===== config.mk =====
export PLATFORM = sky130hd
export DESIGN_NAME = signed_mult_arb_flat
export DESIGN_NICKNAME = d
export VERILOG_FILES = /design/src/rtl/signed_mult_pkg.sv /design/src/rtl/signed_mult_arb_if.sv /design/src/rtl/signed_mult_pp.sv /design/src/rtl/signed_mult_arb.sv /design/src/flat_wrapper.sv
export SDC_FILE = /design/constraint.sdc
export NUM_CORES = 1
export LEC_CHECK = 0
export ABC_CLOCK_PERIOD_IN_PS = 3200
export BUFFER_PORTS_ARGS = -buffer_cell sky130_fd_sc_hd__clkbuf_2
export CAP_MARGIN = 5
export CORE_UTILIZATION = 30
export DETAILED_ROUTE_END_ITERATION = 7
export PLACE_DENSITY = 0.6
export SYNTH_ARGS = -nofsm -noshare
export SYNTH_HDL_FRONTEND = slang
export SYNTH_SLANG_ARGS = --single-unit

===== constraint.sdc =====
create_clock -name clk -period 3.2 [get_ports clk]
set_input_delay 0.16 -clock clk [delete_from_list [all_inputs] [get_ports clk]]
set_output_delay 0.16 -clock clk [all_outputs]
set_load 0.1 [all_outputs]

===== src/rtl/signed_mult_pkg.sv =====
// ============================================================================
// Module  : signed_mult_pkg
// Brief   : Shared types and constants for the signed_mult_arb block.
// Revision: 1.0
// ============================================================================
`default_nettype none

package signed_mult_pkg;

    localparam int DEF_WIDTH = 3;

    localparam logic CLIENT0 = 1'b0;
    localparam logic CLIENT1 = 1'b1;

    typedef enum logic [1:0] {
        IDLE = 2'd0,
        ACC  = 2'd1,
        NEG  = 2'd2,
        DONE = 2'd3
    } state_t;

endpackage

`default_nettype wire


===== src/rtl/signed_mult_arb_if.sv =====
// ============================================================================
// Module  : signed_mult_arb_if
// Brief   : Two-client request/grant bus plus the product return path.
// Revision: 1.0
// ============================================================================
`default_nettype none

interface signed_mult_arb_if
    import signed_mult_pkg::*;
#(
    parameter int N = DEF_WIDTH
);
    logic           req0;
    logic [N-1:0]   a0;
    logic [N-1:0]   b0;
    logic           req1;
    logic [N-1:0]   a1;
    logic [N-1:0]   b1;
    logic           gnt0;
    logic           gnt1;
    logic           busy;
    logic           done;
    logic           done_id;
    logic [2*N-1:0] product;

    modport master (
        output req0, a0, b0, req1, a1, b1,
        input  gnt0, gnt1, busy, done, done_id, product
    );

    modport slave (
        input  req0, a0, b0, req1, a1, b1,
        output gnt0, gnt1, busy, done, done_id, product
    );

endinterface

`default_nettype wire


===== src/rtl/signed_mult_pp.sv =====
// ============================================================================
// Module  : signed_mult_pp
// Brief   : Combinational sign-extended, shifted, optionally negated partial product.
// Revision: 1.0
// ============================================================================
`default_nettype none

module signed_mult_pp
    import signed_mult_pkg::*;
#(
    parameter int N = DEF_WIDTH
) (
    input  wire logic [N-1:0]         i_op_a,
    input  wire logic                 i_bit,
    input  wire logic [$clog2(N)-1:0] i_shift,
    input  wire logic                 i_neg,
    output logic      [2*N-1:0]       o_term
);

    logic [N-1:0]   w_masked;
    logic [2*N-1:0] w_ext;
    logic [2*N-1:0] w_signed;

    assign w_masked = i_op_a & {N{i_bit}};
    assign w_ext    = {{N{w_masked[N-1]}}, w_masked};
    // Negate after widening so the most negative operand flips to a positive value
    assign w_signed = i_neg ? (-w_ext) : w_ext;
    assign o_term   = w_signed << i_shift;

endmodule

`default_nettype wire


===== src/rtl/signed_mult_arb.sv =====
// ============================================================================
// Module  : signed_mult_arb
// Brief   : Round-robin arbiter sequencing two clients onto one shift-add signed multiplier.
// Revision: 1.0
// ============================================================================
`default_nettype none

module signed_mult_arb
    import signed_mult_pkg::*;
#(
    parameter int N = DEF_WIDTH
) (
    input  wire logic          clk,
    input  wire logic          rst,
    signed_mult_arb_if.slave   bus
);

    localparam int             CW         = $clog2(N);
    localparam logic [CW-1:0]  C_LAST_ACC = CW'(N - 2);
    localparam logic [CW-1:0]  C_MSB      = CW'(N - 1);

    state_t          r_state,   w_state_nxt;
    logic [2*N-1:0]  r_acc,     w_acc_nxt;
    logic [CW-1:0]   r_cnt,     w_cnt_nxt;
    logic [N-1:0]    r_op_a,    w_op_a_nxt;
    logic [N-1:0]    r_op_b,    w_op_b_nxt;
    logic            r_cur_id,  w_cur_id_nxt;
    logic            r_last_id, w_last_id_nxt;
    logic            r_gnt0,    w_gnt0_nxt;
    logic            r_gnt1,    w_gnt1_nxt;
    logic [2*N-1:0]  r_product, w_product_nxt;

    logic            w_win;
    logic            w_pp_bit;
    logic [CW-1:0]   w_pp_shift;
    logic            w_pp_neg;
    logic [2*N-1:0]  w_pp_term;

    // Client 1 wins when alone, or on a tie when client 0 was served last
    assign w_win = bus.req1 & (~bus.req0 | (r_last_id == CLIENT0));

    signed_mult_pp #(.N(N)) u_pp (
        .i_op_a  (r_op_a),
        .i_bit   (w_pp_bit),
        .i_shift (w_pp_shift),
        .i_neg   (w_pp_neg),
        .o_term  (w_pp_term)
    );

    always_ff @(posedge clk) begin
        if (rst) begin
            r_state   <= IDLE;
            r_acc     <= '0;
            r_cnt     <= '0;
            r_op_a    <= '0;
            r_op_b    <= '0;
            r_cur_id  <= CLIENT0;
            r_last_id <= CLIENT1;
            r_gnt0    <= 1'b0;
            r_gnt1    <= 1'b0;
            r_product <= '0;
        end else begin
            r_state   <= w_state_nxt;
            r_acc     <= w_acc_nxt;
            r_cnt     <= w_cnt_nxt;
            r_op_a    <= w_op_a_nxt;
            r_op_b    <= w_op_b_nxt;
            r_cur_id  <= w_cur_id_nxt;
            r_last_id <= w_last_id_nxt;
            r_gnt0    <= w_gnt0_nxt;
            r_gnt1    <= w_gnt1_nxt;
            r_product <= w_product_nxt;
        end
    end

    always_comb begin
        w_state_nxt   = r_state;
        w_acc_nxt     = r_acc;
        w_cnt_nxt     = r_cnt;
        w_op_a_nxt    = r_op_a;
        w_op_b_nxt    = r_op_b;
        w_cur_id_nxt  = r_cur_id;
        w_last_id_nxt = r_last_id;
        w_gnt0_nxt    = 1'b0;
        w_gnt1_nxt    = 1'b0;
        w_product_nxt = r_product;
        w_pp_bit      = 1'b0;
        w_pp_shift    = r_cnt;
        w_pp_neg      = 1'b0;

        case (r_state)
            IDLE: begin
                if (bus.req0 || bus.req1) begin
                    w_op_a_nxt    = w_win ? bus.a1 : bus.a0;
                    w_op_b_nxt    = w_win ? bus.b1 : bus.b0;
                    w_cur_id_nxt  = w_win;
                    w_last_id_nxt = w_win;
                    w_gnt0_nxt    = ~w_win;
                    w_gnt1_nxt    = w_win;
                    w_acc_nxt     = '0;
                    w_cnt_nxt     = '0;
                    w_state_nxt   = ACC;
                end
            end
            ACC: begin
                w_pp_bit  = r_op_b[r_cnt];
                w_acc_nxt = r_acc + w_pp_term;
                w_cnt_nxt = r_cnt + 1'b1;
                if (r_cnt == C_LAST_ACC) begin
                    w_state_nxt = NEG;
                end
            end
            NEG: begin
                // Operand MSB carries weight -2^(N-1), hence the subtract step
                w_pp_bit      = r_op_b[N-1];
                w_pp_shift    = C_MSB;
                w_pp_neg      = 1'b1;
                w_acc_nxt     = r_acc + w_pp_term;
                w_product_nxt = w_acc_nxt;
                w_state_nxt   = DONE;
            end
            DONE: begin
                w_state_nxt = IDLE;
            end
            default: begin
                w_state_nxt = IDLE;
            end
        endcase
    end

    assign bus.gnt0    = r_gnt0;
    assign bus.gnt1    = r_gnt1;
    assign bus.busy    = (r_state != IDLE);
    assign bus.done    = (r_state == DONE);
    assign bus.done_id = (r_state == DONE) & r_cur_id;
    assign bus.product = r_product;

endmodule

`default_nettype wire


===== src/flat_wrapper.sv =====
// flat-port wrapper written by rule: the top's interface ports become plain ports
module signed_mult_arb_flat import signed_mult_pkg::*;
#(
    parameter int N = DEF_WIDTH
)
  (clk, rst, bus_req0, bus_a0, bus_b0, bus_req1, bus_a1, bus_b1, bus_gnt0, bus_gnt1, bus_busy, bus_done, bus_done_id, bus_product);
  signed_mult_arb_if #(.N(N)) bus_i ();
  input  wire logic clk;
  input  wire logic rst;
  input wire logic [$bits(bus_i.req0)-1:0] bus_req0;
  input wire logic [$bits(bus_i.a0)-1:0] bus_a0;
  input wire logic [$bits(bus_i.b0)-1:0] bus_b0;
  input wire logic [$bits(bus_i.req1)-1:0] bus_req1;
  input wire logic [$bits(bus_i.a1)-1:0] bus_a1;
  input wire logic [$bits(bus_i.b1)-1:0] bus_b1;
  output wire logic [$bits(bus_i.gnt0)-1:0] bus_gnt0;
  output wire logic [$bits(bus_i.gnt1)-1:0] bus_gnt1;
  output wire logic [$bits(bus_i.busy)-1:0] bus_busy;
  output wire logic [$bits(bus_i.done)-1:0] bus_done;
  output wire logic [$bits(bus_i.done_id)-1:0] bus_done_id;
  output wire logic [$bits(bus_i.product)-1:0] bus_product;
  assign bus_i.req0 = bus_req0;
  assign bus_i.a0 = bus_a0;
  assign bus_i.b0 = bus_b0;
  assign bus_i.req1 = bus_req1;
  assign bus_i.a1 = bus_a1;
  assign bus_i.b1 = bus_b1;
  assign bus_gnt0 = bus_i.gnt0;
  assign bus_gnt1 = bus_i.gnt1;
  assign bus_busy = bus_i.busy;
  assign bus_done = bus_i.done;
  assign bus_done_id = bus_i.done_id;
  assign bus_product = bus_i.product;
  signed_mult_arb #(.N(N)) u_core (.clk(clk), .rst(rst), .bus(bus_i));
endmodule

==> impl_metrics.env, run 1 <==
export IMPL_die_h_um=74.6
export IMPL_yosys_area_top_type="dfxtp_1"
export IMPL_synthTopCellsByArea="dfxtp_1 33%, ha_1 10%, mux2i_1 9.5%"
export IMPL_synth_cell_types=42
export IMPL_totalWireLength_um=3310
export IMPL_finalSetupTns_ns=0
export IMPL_powerDensity_mw_per_mm2=796
export IMPL_hold_depth=3
export IMPL_first_iter_violations=54
export IMPL_ir_drop_mv=0.320
export IMPL_wire_per_inst_um=11.8
export IMPL_syn_area_sq_mm=0.00158
export IMPL_critical_path_class="register to register"
export IMPL_antenna_found_initial=0
export IMPL_io_buffers=26
export IMPL_timing_rr_start="u_core.r_state[0]"
export IMPL_p_leak_nw=0.800
export IMPL_firstDrtPassIters=4
export IMPL_setup_viol=0
export IMPL_status="finished clean"
export IMPL_synth_edf_count=0
export IMPL_synth_cells=181
export IMPL_drv_slew=0
export IMPL_min_to="u_core.r_op_a[2]"
export IMPL_rrSetupSlack_ns=0.21
export IMPL_cts_sinks=26
export IMPL_ys_ff_latch=26
export IMPL_synth_flop_cell="dfxtp_1"
export IMPL_ys_seq_area_share_pct=32.9
export IMPL_worst_r2r_cell_count=16
export IMPL_clk_path_buf_depth=2
export IMPL_num_vias=1311
export IMPL_dieArea_sq_mm=0.00556
export IMPL_grt_total_usage_pct=13.2
export IMPL_clk_latency_ns=0.28
export IMPL_core_area_sq_mm=0.00507
export IMPL_worstMarginPinSlew_ns=0.791
export IMPL_skew_ns=0.00603
export IMPL_netlist_area_leader_share_pct=32.9
export IMPL_grt_pass1_vias=1178
export IMPL_die_x_um=74.6
export IMPL_timing_hold_ws_ns=0.193
export IMPL_synthAdderAreaFrac_pct=11.6
export IMPL_ant_nets=0
export IMPL_hpwl_um=2450
export IMPL_initial_core_util_pct=31.1
export IMPL_rows=26
export IMPL_synth_simple_area_share_pct=18.2
export IMPL_cts_buffers_inserted=3
export IMPL_drive_above_1_share_pct=24.9
export IMPL_htreeDepth=1
export IMPL_clk_pin_slew_worst_paths_ns=0.09
export IMPL_fmax_ghz=0.335
export IMPL_avgViaCountPerCell=4.70
export IMPL_hold_path_class="input pin to register"
export IMPL_diodes=0
export IMPL_finalNonFillerCells=279
export IMPL_worstPathRequired_ns=3.36
export IMPL_synth_top_family_by_area="compound AO/OA/AOI/OAI gates"
export IMPL_gp_congestion=0.836
export IMPL_tritoncts="built"
export IMPL_synth_compound_area_share_pct=19.8
export IMPL_arrival_ns=3.14
export IMPL_period_share_pct=93.3
export IMPL_min_from="bus_a0[2]"
export IMPL_final_nets=240
export IMPL_fill_cells=566
export IMPL_max_cap_violations=0
export IMPL_post_cts_buffers=0
export IMPL_area_growth_pct=19.8
export IMPL_reg2reg_to="u_core.r_acc[4]"
export IMPL_yosys_top_cells_count="30 x nor2_1, 26 x dfxtp_1, 15 x mux2i_1"
export IMPL_synth_mux_area_share_pct=9.50
export IMPL_postLayoutCoreUtil_pct=37.3
export IMPL_synth_area_per_cell_sq_um=8.73
export IMPL_start_kind="register"
export IMPL_async_flop_share_pct=0
export IMPL_cts_root_buf="clkbuf_8"
export IMPL_synth_warnings=0
export IMPL_overflow=0
export IMPL_grt_max_degree=28
export IMPL_drc=0
export IMPL_crit_path_end_kind="register"
export IMPL_fin_area_sq_mm=0.00189
export IMPL_post_route_min_period_ns=2.99
export IMPL_io_pins=27
export IMPL_grt_pass1_wl_um=5620
export IMPL_syn_nets=211
export IMPL_dp_cells=275
export IMPL_place_area_sq_mm=0.00181
export IMPL_rsz0062_at_grt="false"
export IMPL_synthXorXnorAreaFrac_pct=2.53
export IMPL_yosysMostFrequentCell="nor2_1"
export IMPL_hold_viol_final=0
export IMPL_slew_headroom_pct=47.1
export IMPL_cp_max_fo=5
-- power by group --
part           internal, mW  leakage (nW)  total, mW  switching (mW)
clock                 0.110        0.0288      0.218           0.108
combinational         0.269         0.559      0.831           0.562
sequential            0.395         0.213      0.458          0.0632
-- area by class of cell --
| cell class | count | area (sq um) | share of cell area, % |
|---|---|---|---|
| Tap cell | 70 | 87.6 | 4.63 |
| Clock buffer | 4 | 55.1 | 2.91 |
| Sequential cell | 26 | 522 | 27.6 |
| Timing Repair Buffer | 33 | 183 | 9.65 |
| Multi-Input combinational cell | 134 | 1000 | 52.9 |
| Inverter | 12 | 45.0 | 2.38 |
-- stage by stage --
stage	worst slack, ns	total power [mW]
floorplan	0.228	1.08
global placement	0.0934	1.28
detailed placement	0.0558	1.28
CTS	0.0209	1.50
global route	0.0345	1.62
finish	0.215	1.51
-- timing repair --
item / in CTS / in global routing
endpoints found under the setup margin: 0 / 4
endpoints found under the hold margin: 0 / 0
gates resized for setup: 0 / 8
hold buffers: 0 / 0
-- kinds of logic after synthesis --
logic type      after synthesis
fa+ha+maj                    14
mux                          15
xor+xnor                      3
buf+inv                      21
flops                        26
compound gates               44
simple gates                 58
-- how the worst max path moves through the flow --
stage                       from               endpoint  slack, ns  cells past startpoint
3_5_place_dp   u_core.r_state[1]  u_core.bus.product[5]       0.06                     13
2_1_floorplan  u_core.r_state[1]  u_core.bus.product[5]       0.23                     13
5_1_grt        u_core.r_state[1]  u_core.bus.product[5]       0.03                     13
4_1_cts        u_core.r_state[1]  u_core.bus.product[5]       0.02                     13
3_3_place_gp   u_core.r_state[1]  u_core.bus.product[5]       0.09                     13
6_report       u_core.r_state[0]        u_core.r_acc[4]       0.21                     16
-- metal layers --
metal	track usage [%]	up-vias	wire [um]
met5	0	-	0
met4	5.66	0	59
met3	1.76	4	118
li1	-	694	-
met2	20.5	31	1430
met1	18.4	582	1700
-- cell usage in the layout (no fill, tap or decap), drive strengths merged, types with 2 or more instances in the layout --
| master | count |
|---|---|
| nor2 | 30 |
| clkbuf | 30 |
| dfxtp | 26 |
| mux2i | 15 |
| ha | 13 |
| inv | 12 |
| a21oi | 11 |
| a211oi | 9 |
| nand2 | 7 |
| buf | 7 |
| o21ai | 6 |
| a22oi | 5 |
| nor3 | 4 |
| nand2b | 3 |
| o31ai | 3 |
| or4 | 2 |
| or3 | 2 |
| nor3b | 2 |
| xnor2 | 2 |
-- registers in the layout, indices dropped and copies added, names as in the netlist --
register / cells
u_core.r_op_b: 3
u_core.bus.gnt0: 1
u_core.r_last_id: 1
u_core.r_cnt: 2
u_core.bus.gnt1: 1
u_core.r_cur_id: 1
u_core.r_acc: 6
u_core.r_op_a: 3
u_core.bus.product: 6
u_core.r_state: 2
-- worst max-delay path, stage by stage, from the launching register on --
cell      delay [ns]
dfxtp_1         0.40
buf_4           0.14
inv_1           0.05
ha_1            0.22
nand2_1         0.08
o311a_4         0.21
nor2_2          0.05
nand2_1         0.09
ha_1            0.15
inv_1           0.04
ha_1            0.25
nand2b_1        0.14
o31ai_1         0.08
ha_1            0.32
or3_1           0.38
a32oi_1         0.21
nor2_1          0.05
Power figures use the tool's default switching activity.
==> run 2, diff against run 1 <==
CORE_ASPECT_RATIO = 1.4   (was default)
==> impl_metrics.env, run 2 (synthesis gave the netlist of run 1 again) <==
export IMPL_hold_path_class="input pin to register"
export IMPL_tritoncts="built"
export IMPL_min_from="bus_a0[0]"
export IMPL_grt_pass1_wl_um=5870
export IMPL_grt_total_usage_pct=13.4
export IMPL_firstDrtPassIters=4
export IMPL_skew_ns=0.00607
export IMPL_io_pins=27
export IMPL_drive_above_1_share_pct=24.4
export IMPL_avgViaCountPerCell=5.03
export IMPL_timing_hold_ws_ns=0.193
export IMPL_drv_slew=0
export IMPL_diodes=0
export IMPL_io_buffers=26
export IMPL_post_route_min_period_ns=3.03
export IMPL_cp_cell_sequence="inv_2 > ha_4 > inv_1 > o311a_4 > nand2b_1 > or4_4 > inv_1 > ha_1 > a211oi_2 > o21bai_1 > a21oi_2 > xnor3_1 > a211oi_2"
export IMPL_slowest_stage="or4_4"
export IMPL_postLayoutCoreUtil_pct=38.0
export IMPL_first_iter_violations=30
export IMPL_worstPathRequired_ns=3.41
export IMPL_postCtsHoldBufs=0
export IMPL_cts_root_buf="clkbuf_8"
export IMPL_p_total_mw=1.51
export IMPL_cts_sinks=26
export IMPL_status="finished clean"
export IMPL_fmax_ghz=0.330
export IMPL_hold_viol_final=0
export IMPL_rrSetupSlack_ns=0.17
export IMPL_wire_per_inst_um=12.5
export IMPL_rows=30
export IMPL_clk_latency_ns=0.28
export IMPL_initial_core_util_pct=31.9
export IMPL_place_area_sq_mm=0.00179
export IMPL_clk_pin_slew_worst_paths_ns=0.10
export IMPL_hold_depth=3
export IMPL_grt_pass1_vias=1339
export IMPL_powerDensity_mw_per_mm2=802
export IMPL_max_cap_violations=0
export IMPL_antenna_found_initial=0
export IMPL_dp_slack_ns=-0.00723
export IMPL_fin_area_sq_mm=0.00188
export IMPL_mostFrequentLayoutCells="29 x nor2_1, 26 x clkbuf_2, 25 x dfxtp_1, 15 x mux2i_1, 12 x ha_1"
export IMPL_seq_area_sq_um=522
export IMPL_overflow=0
export IMPL_cp_max_fo=5
export IMPL_num_vias=1373
export IMPL_p_leak_nw=0.796
export IMPL_ir_drop_mv=0.504
export IMPL_ant_nets=0
export IMPL_htreeDepth=1
export IMPL_reg2reg_to="u_core.bus.product[5]"
export IMPL_gp_congestion=0.785
export IMPL_die_h_um=87.9
export IMPL_min_to="u_core.r_op_a[0]"
export IMPL_core_area_sq_mm=0.00495
export IMPL_critical_path_class="register to register"
export IMPL_final_common_cell="nor2_1"
export IMPL_cpPeakStageDelay_ns=0.50
export IMPL_arrival_ns=3.24
export IMPL_slew_headroom_pct=48.8
export IMPL_hpwl_um=2450
export IMPL_fill_cells=538
export IMPL_worstMarginPinSlew_ns=0.759
export IMPL_grt_max_degree=28
export IMPL_timing_rr_start="u_core.r_state[1]"
export IMPL_totalWireLength_um=3410
export IMPL_multiInputGateArea_sq_um=997
export IMPL_die_x_um=63.3
export IMPL_period_share_pct=94.7
export IMPL_dieArea_sq_mm=0.00557
export IMPL_clk_path_buf_depth=2
export IMPL_area_growth_pct=19.1
export IMPL_start_kind="register"
export IMPL_cts_buffers_inserted=3
export IMPL_crit_path_end_kind="register"
export IMPL_postLayoutSetupSlackWorst_ns=0.171
export IMPL_final_nets=240
export IMPL_drc=0
export IMPL_setup_viol=0
export IMPL_worst_r2r_cell_count=13
run 2: cell counts in the layout (fill, tap and decap cells not counted):
Identical to the previous run, type by type.
run 2: how the worst max path moves through the flow:
| stage | from | to | slack (ns) | cells past startpoint |
|---|---|---|---|---|
| final | u_core.r_state[1] | u_core.bus.product[5] | 0.17 | 13 |
| after CTS | u_core.r_state[0] | u_core.bus.product[5] | 0.01 | 12 |
| after global routing | u_core.r_state[1] | u_core.bus.product[5] | -0.002 | 13 |
| after detailed placement | u_core.r_state[0] | u_core.bus.product[5] | -0.007 | 12 |
| after global placement | u_core.r_state[0] | u_core.bus.product[5] | -0.006 | 12 |
| after floorplan | u_core.r_state[1] | u_core.bus.product[5] | 0.23 | 13 |
run 2: cell type report:
| class | count | area share [%] |
|---|---|---|
| tap | 64 | 4.26 |
| timing repair buffer | 33 | 9.71 |
| sequential | 26 | 27.7 |
| inverter | 12 | 2.39 |
| clock buffer | 4 | 2.93 |
| multi-input combinational | 134 | 53.0 |
run 2: per-layer routing:
metal / vias to the layer above / routed length [um] / share of wire [%] / GRT usage (%)
met3: 5 / 100 / 2.9 / 1.82
li1: 703 / - / - / -
met2: 30 / 1710 / 50 / 24.9
met5: - / 0 / 0 / 0
met4: 0 / 70 / 2.1 / 6.40
met1: 635 / 1520 / 45 / 14.9
run 2: critical path: cells and delay by family (launching register included):
| kind | cells | cell delay (ns) |
|---|---|---|
| adder cells (fa/ha/maj) | 2 | 0.40 |
| AND/OR/NAND/NOR | 2 | 0.67 |
| AO/OA/AOI/OAI | 5 | 1.06 |
| XOR/XNOR | 1 | 0.24 |
| buffers and inverters | 3 | 0.22 |
| flip-flops | 1 | 0.35 |
run 2: report_power, final:
part	internal, mW	switching, mW
registers	0.394	0.0665
logic	0.266	0.557
clock network	0.110	0.114
total	0.771	0.738
run 2: per-stage QoR:
step / instances / setup TNS, ns
final: 273 / 0
after floorplan: 181 / 0
after detailed placement: 268 / -0.0104
after global routing: 273 / -0.00196
after global placement: 268 / -0.00687
after CTS: 272 / 0
run 2: what timing repair did:
action,in CTS,in global routing
buffers inserted,0,1
setup endpoints to repair,2,4
pin swaps,0,3
resized for setup,1,6
